--- src/rtl/uart_cmd_if.sv ---
// Command/response framing between a byte-oriented UART wrapper and control logic.
// Three received bytes (MSB first) form one 24-bit command; one response byte is sent per request.
module uart_cmd_if #(
    parameter int unsigned     TO_W        = 24,
    parameter logic [TO_W-1:0] TIMEOUT_CYC = 24'd1_000_000
) (
    input  logic        clk,
    input  logic        rst_n,
    input  logic [7:0]  rx_data,
    input  logic        rdy,
    output logic        clr_rdy,
    output logic [7:0]  tx_data,
    output logic        trmt,
    input  logic        tx_done,
    output logic [23:0] cmd,
    output logic        cmd_rdy,
    input  logic        clr_cmd_rdy,
    output logic        frame_err,
    input  logic [7:0]  resp,
    input  logic        send_resp,
    output logic        resp_sent
);

    typedef enum logic [0:0] {
        TX_IDLE = 1'b0,
        TX_BUSY = 1'b1
    } tx_state_e;

    localparam logic [TO_W-1:0] TO_LAST = TIMEOUT_CYC - TO_W'(1);

    logic [1:0]      bcnt_q,      bcnt_d;
    logic [TO_W-1:0] to_cnt_q,    to_cnt_d;
    logic [23:0]     cmd_q,       cmd_d;
    logic            cmd_rdy_q,   cmd_rdy_d;
    logic            clr_rdy_q,   clr_rdy_d;
    logic            frame_err_q, frame_err_d;
    logic            capture_s;

    tx_state_e       tx_state_q;
    logic [7:0]      tx_data_q;
    logic            trmt_q;
    logic            resp_sent_q;
    logic            tx_done_prev_q;

    // Receive framing: byte capture, command assembly and inter-byte timeout
    always_comb begin
        // clr_rdy_q blocks the cycle where the UART has not yet dropped rdy;
        // clr_cmd_rdy defers a byte by one cycle so the acknowledge wins.
        capture_s   = rdy & ~clr_rdy_q & ~cmd_rdy_q & ~clr_cmd_rdy;
        bcnt_d      = bcnt_q;
        to_cnt_d    = to_cnt_q;
        cmd_d       = cmd_q;
        clr_rdy_d   = 1'b0;
        frame_err_d = 1'b0;
        if (clr_cmd_rdy) begin
            cmd_rdy_d = 1'b0;
        end else begin
            cmd_rdy_d = cmd_rdy_q;
        end

        if (capture_s) begin
            clr_rdy_d = 1'b1;
            to_cnt_d  = '0;
            case (bcnt_q)
                2'd0: begin
                    cmd_d[23:16] = rx_data;
                    bcnt_d       = 2'd1;
                end
                2'd1: begin
                    cmd_d[15:8] = rx_data;
                    bcnt_d      = 2'd2;
                end
                2'd2: begin
                    cmd_d[7:0] = rx_data;
                    bcnt_d     = 2'd0;
                    cmd_rdy_d  = 1'b1;
                end
                default: begin
                    bcnt_d = 2'd0;
                end
            endcase
        end else if (bcnt_q != 2'd0) begin
            if (to_cnt_q == TO_LAST) begin
                bcnt_d      = 2'd0;
                to_cnt_d    = '0;
                frame_err_d = 1'b1;
            end else begin
                to_cnt_d = to_cnt_q + TO_W'(1);
            end
        end else begin
            to_cnt_d = '0;
        end
    end

    // Receive-side state and registered outputs
    always_ff @(posedge clk or negedge rst_n) begin
        if (!rst_n) begin
            bcnt_q      <= 2'd0;
            to_cnt_q    <= '0;
            cmd_q       <= 24'd0;
            cmd_rdy_q   <= 1'b0;
            clr_rdy_q   <= 1'b0;
            frame_err_q <= 1'b0;
        end else begin
            bcnt_q      <= bcnt_d;
            to_cnt_q    <= to_cnt_d;
            cmd_q       <= cmd_d;
            cmd_rdy_q   <= cmd_rdy_d;
            clr_rdy_q   <= clr_rdy_d;
            frame_err_q <= frame_err_d;
        end
    end

    // Transmit FSM: launch one response, wait for rising tx_done, report completion
    always_ff @(posedge clk or negedge rst_n) begin
        if (!rst_n) begin
            tx_state_q     <= TX_IDLE;
            tx_data_q      <= 8'd0;
            trmt_q         <= 1'b0;
            resp_sent_q    <= 1'b0;
            tx_done_prev_q <= 1'b0;
        end else begin
            tx_done_prev_q <= tx_done;
            trmt_q         <= 1'b0;
            resp_sent_q    <= 1'b0;
            case (tx_state_q)
                TX_IDLE: begin
                    // A request coinciding with the completion pulse waits a cycle
                    if (send_resp && !resp_sent_q) begin
                        tx_data_q  <= resp;
                        trmt_q     <= 1'b1;
                        tx_state_q <= TX_BUSY;
                    end else begin
                        tx_state_q <= TX_IDLE;
                    end
                end
                TX_BUSY: begin
                    if (tx_done && !tx_done_prev_q) begin
                        resp_sent_q <= 1'b1;
                        tx_state_q  <= TX_IDLE;
                    end else begin
                        tx_state_q <= TX_BUSY;
                    end
                end
                default: begin
                    tx_state_q <= TX_IDLE;
                end
            endcase
        end
    end

    assign clr_rdy   = clr_rdy_q;
    assign cmd       = cmd_q;
    assign cmd_rdy   = cmd_rdy_q;
    assign frame_err = frame_err_q;
    assign tx_data   = tx_data_q;
    assign trmt      = trmt_q;
    assign resp_sent = resp_sent_q;

endmodule

--- config.mk ---
export PLATFORM = sky130hd
export DESIGN_NAME = uart_cmd_if
export DESIGN_NICKNAME = d
export VERILOG_FILES = /design/src/rtl/uart_cmd_if.sv
export SDC_FILE = /design/constraint.sdc
export NUM_CORES = 1
export LEC_CHECK = 0
export CORE_MARGIN = 1.5
export CORE_UTILIZATION = 45
export DETAILED_ROUTE_END_ITERATION = 7
export HOLD_SLACK_MARGIN = 0.1
export PLACE_DENSITY = 0.81
export SYNTH_ARGS = -nofsm -noshare
export SYNTH_HDL_FRONTEND = slang
export SYNTH_SLANG_ARGS = --single-unit
--- constraint.sdc ---
create_clock -name clk -period 2.8 [get_ports clk]
set_input_delay 0.56 -clock clk [delete_from_list [all_inputs] [get_ports clk]]
set_output_delay 0.56 -clock clk [all_outputs]
set_load 0.02 [all_outputs]
**After elaboration in Yosys (flattened, before gate mapping)**

Index checks and enable logic that the tools add are counted.
Widths: inputs -> output; s select.

- Add/sub/neg operators: 1
- Eq/ne operators: 3
- Muxes and demuxes: 20
- Bitwise gates (word level): 7
- Reductions and logical operators: 13

Operators by type and width:

| operator | count |
|---|---|
| $mux 24 | 3 |
| $add 24x1->24 const B | 1 |
| $eq 24x20->1 const B | 1 |
| $mux 1 | 12 |
| $reduce_and 2->1 | 5 |
| $mux 2 | 3 |
| $reduce_bool 2->1 | 3 |
| $not 1->1 | 4 |
| $pmux 2 s2 | 1 |
| $and 1x1->1 | 3 |
| $eq 2x1->1 const B | 1 |
| $eq 2x2->1 const B | 1 |
| $logic_and 1x1->1 | 2 |
| $logic_not 1->1 | 2 |
| $logic_not 2->1 | 1 |
| $pmux 1 s2 | 1 |

- Register bits after elaboration: 65
- Bits of input ports: 22
- Output and inout port bits: 37
- Logic and storage cells: 57

**Longest topological paths before layout**

- Word-level depth: 6
- Depth in mapped cells: 6
- Mapped depth without buffers: 5

**Least setup slack after synthesis**

No wires, ideal clock.

- Path kind: flip-flop to flip-flop
- Start: register to_cnt_q[20]
- End: register to_cnt_q[10]
- Arrival: 1.865 ns
- Data required time: 2.678 ns
- Setup slack: 0.814 ns
- Cell stages (with the launch flop): 5
- Path buffers: 1
- Clock period less this slack: 1.986 ns
- Cells stage by stage: dfrtp_1 > or4b_2 > o31ai_1 > buf_2 > nor2_1

- Cells in the longest elaborated chain, start to end: 4

Ends and longest elaborated chain:

| element | line | RTL |
|---|---|---|
| start, declared | 32 | `logic [TO_W-1:0] to_cnt_q, to_cnt_d;` |
| start signal, assigned | 106 | `to_cnt_q <= to_cnt_d;` |
| $eq 24x20->1 | 83 | `if (to_cnt_q == TO_LAST) begin` |
| $mux 24 | 83 |  |
| $mux 24 | 82 | `end else if (bcnt_q != 2'd0) begin` |
| $mux 24 | 61 | `if (capture_s) begin` |
| named net to_cnt_d[10] | 32 |  |

The timed path passes the listed nets, and every way through them passes these cells.
A chain may end at the register's enable or synchronous reset.

**Final worst setup path**

- Start: input clr_cmd_rdy
- End: register cmd_q[6], in the netlist cmd[6]

- Cells in the longest elaborated chain, start to end: 3

Ends and longest elaborated chain:

| element | line | RTL |
|---|---|---|
| start, declared | 17 | `input logic clr_cmd_rdy,` |
| $not 1->1 | 49 | `capture_s = rdy & ~clr_rdy_q & ~cmd_rdy_q & ~clr_cmd_rdy;` |
| $and 1x1->1 | 49 |  |
| named net capture_s | 37 | `logic capture_s;` |
| $reduce_and 2->1 (no source line) | - |  |
| end signal, assigned | 107 | `cmd_q <= cmd_d;` |
| end, declared | 33 | `logic [23:0] cmd_q, cmd_d;` |

The timed path passes the listed nets, and every way through them passes these cells.

==> results.toml <==
[status]
status = "complete, no violations"

[power]
p_comb_share_pct = 34.3
clock_power_share_pct = 27.3
power.switching_mw = 1.09
intPower_mw = 2.43
p_seq_share_pct = 38.4
power.total_mw = 3.52
leakagePower_nw = 1.50
max-vdd-ir-drop_mv = 0.508
switching_share_pct = 31.1
p_per_area_nw_per_um2 = 961

[setup_path]
path_max_fanout = 9
startpoint_type = "input pin"
path_class = "input pin to register"
worstPathRequired_ps = 3010
endpoint_kind = "register"
crit_arrival_ps = 2440

[final_layout]
final_common_cell = "dfrtp_1"
ff_latch_area_um2 = 1630
final_cells = 368
drive_gt1_share_pct = 21.2
fillers = 456
layout_common_cells = "dfrtp_1, clkdlybuf4s50_1, mux2_2"
insertedDiodeCount = 0
final_net_count = 311
area_growth_pct = 34.7
multi_input_area_um2 = 1060

[timing]
finalSetupViolCount = 0
period_share_pct = 79.4
hold_viol_final = 0
fin_hold_ws_ps = 233
tns_ps = 0
fmax_ghz = 0.450
rsz0062_at_grt = "false"
tightest_slew_ps = 600
min_period_ps = 2220
slew_headroom_pct = 60.0
skew_ps = 8.31
drv_slew = 0

[clock_network]
cts_num_sinks = 65
postCtsHoldBufs = 0
cts_max_level = 3
post_cts_resized = 0
clk_latency_ps = 330
cts_buffers = 9
cts_tree = "done"
cts-root-buf = "clkbuf_8"
postCtsSetupRepairBufs = 0
cts_buffer_depth = 2
clk_pin_slew_ps = 70

[die]
rows = 28
core_area_um2 = 5890
fp.dieH_um = 80.7
floorplan.initialDensity_pct = 46.2
die-area_um2 = 6520
io_pins = 59
dieWidth_um = 80.7

[yosys]
syn_area_um2 = 2720
mappedNetlistNets = 242
synth_area_leaders = "dfrtp_1, mux2_2, xnor2_1"
netlist.area_leader.share_pct = 59.8
synth-seq-cells = 65
ys_types = 32
syn_area_per_cell_um2 = 12.4
synth-edff-count = 0
synth_ff_type = "dfrtp_1"
synthCells = 219
yosysWarningCount = 0
async_flop_share_pct = 100
yosys.area.top_type = "dfrtp_1"
yosysSeqAreaShare_pct = 59.8

[global_routing]
antenna_found_initial = 0
grt_usage_pct = 19.9
grt_max_degree = 28
grt_overflow = 0
grt_pass1_vias = 2077
grt_pass1_wl_mm = 9.76

[routing]
routed_wl_mm = 5.78
drtPass1Iterations = 4
ant_nets = 0
drt_iter0_markers = 79
drc = 0
routedWlPerCell_um = 15.7
via_per_inst = 5.37
vias = 1977

[placement]
io_buffers = 58
place_congestion = 0.825
dpl.hpwl_mm = 4.15
post-place-cells = 352

[min_path]
hold_path.class = "input pin to asynchronous set/reset pin"

[job]
cap_violations = 0
state kept, by name, indices dropped and copies added, names as in the netlist:
name,cells
clr_rdy,1
cmd_rdy,1
frame_err,1
cmd,24
trmt,1
tx_done_prev_q,1
tx_state_q,1
bcnt_q,2
to_cnt_q,24
tx_data,8
resp_sent,1
stage by stage:
| step | util (%) | instance area (um^2) | setup slack, ps |
|---|---|---|---|
| after floorplan | - | 2720 | 814 |
| after CTS | 62.2 | 3660 | 562 |
| final | 62.2 | 3660 | 576 |
| after global placement | 58.1 | 3420 | 353 |
| after detailed placement | 58.1 | 3420 | 222 |
| after global routing | 62.2 | 3660 | 365 |
metal layers:
| metal | part of all wire, % | wire, um | global-route usage (%) |
|---|---|---|---|
| met2 | 50 | 2910 | 34.9 |
| met1 | 43 | 2490 | 23.9 |
| met3 | 5.6 | 325 | 5.51 |
| met4 | 1.0 | 59 | 6.21 |
| met5 | 0 | 0 | 0 |
final timing paths:
kind                        startpoint      endpoint  slack [ps]  depth (start not counted)
max in group asynchronous        rst_n       cmd[20]        1860                          2
min in group clk               clr_rdy       clr_rdy         500                          1
max                        clr_cmd_rdy        cmd[6]         580                          4
min reg2reg                    clr_rdy       clr_rdy         500                          1
max reg2reg                to_cnt_q[7]  to_cnt_q[21]         700                          4
min                              rst_n       cmd[21]         230                          1
cell type report:
| cell class | instances | area share [%] |
|---|---|---|
| Clock buffer | 11 | 3.86 |
| Tap cell | 75 | 2.56 |
| Inverter | 5 | 0.513 |
| Clock inverter | 5 | 2.80 |
| Multi-Input combinational cell | 144 | 29.1 |
| Sequential cell | 65 | 44.4 |
| Timing Repair Buffer | 63 | 16.7 |
Yosys cell counts (2+ instances only):
master,count
a21oi_1,8
buf_2,3
clkbuf_1,2
dfrtp_1,65
inv_1,5
mux2_2,32
nand2_1,7
nand2b_1,2
nand3_1,7
nand3b_1,2
nand4_1,9
nor2_1,22
nor3_1,4
nor4_1,5
o21ai_0,9
o31ai_1,2
or3_1,3
or3_2,3
or4_1,3
xnor2_1,10
xor2_1,5
critical path, cell delays in order:
cell             delay, ps
clkdlybuf4s50_1        450
nor4b_2                560
nand3b_1               460
mux2_2                 410
cell families after synthesis:
group                    synth area share, %
adder cells (fa/ha/maj)                0.460
AO/OA/AOI/OAI                           3.68
buffers and inverters                   1.52
AND/OR/NAND/NOR                         16.4
flip-flops                              59.8
multiplexers                            13.3
XOR/XNOR                                4.83
power groups by stage:
stage | logic [mW] | registers [mW] | clock network (mW)
after floorplan | 0.345 | 1.61 | 0
after global placement | 1.18 | 1.35 | 0
after detailed placement | 1.22 | 1.37 | 0
after CTS | 1.22 | 1.35 | 0.981
after global routing | 1.30 | 1.38 | 1.02
final | 1.21 | 1.35 | 0.961
Power figures use the tool's default switching activity.
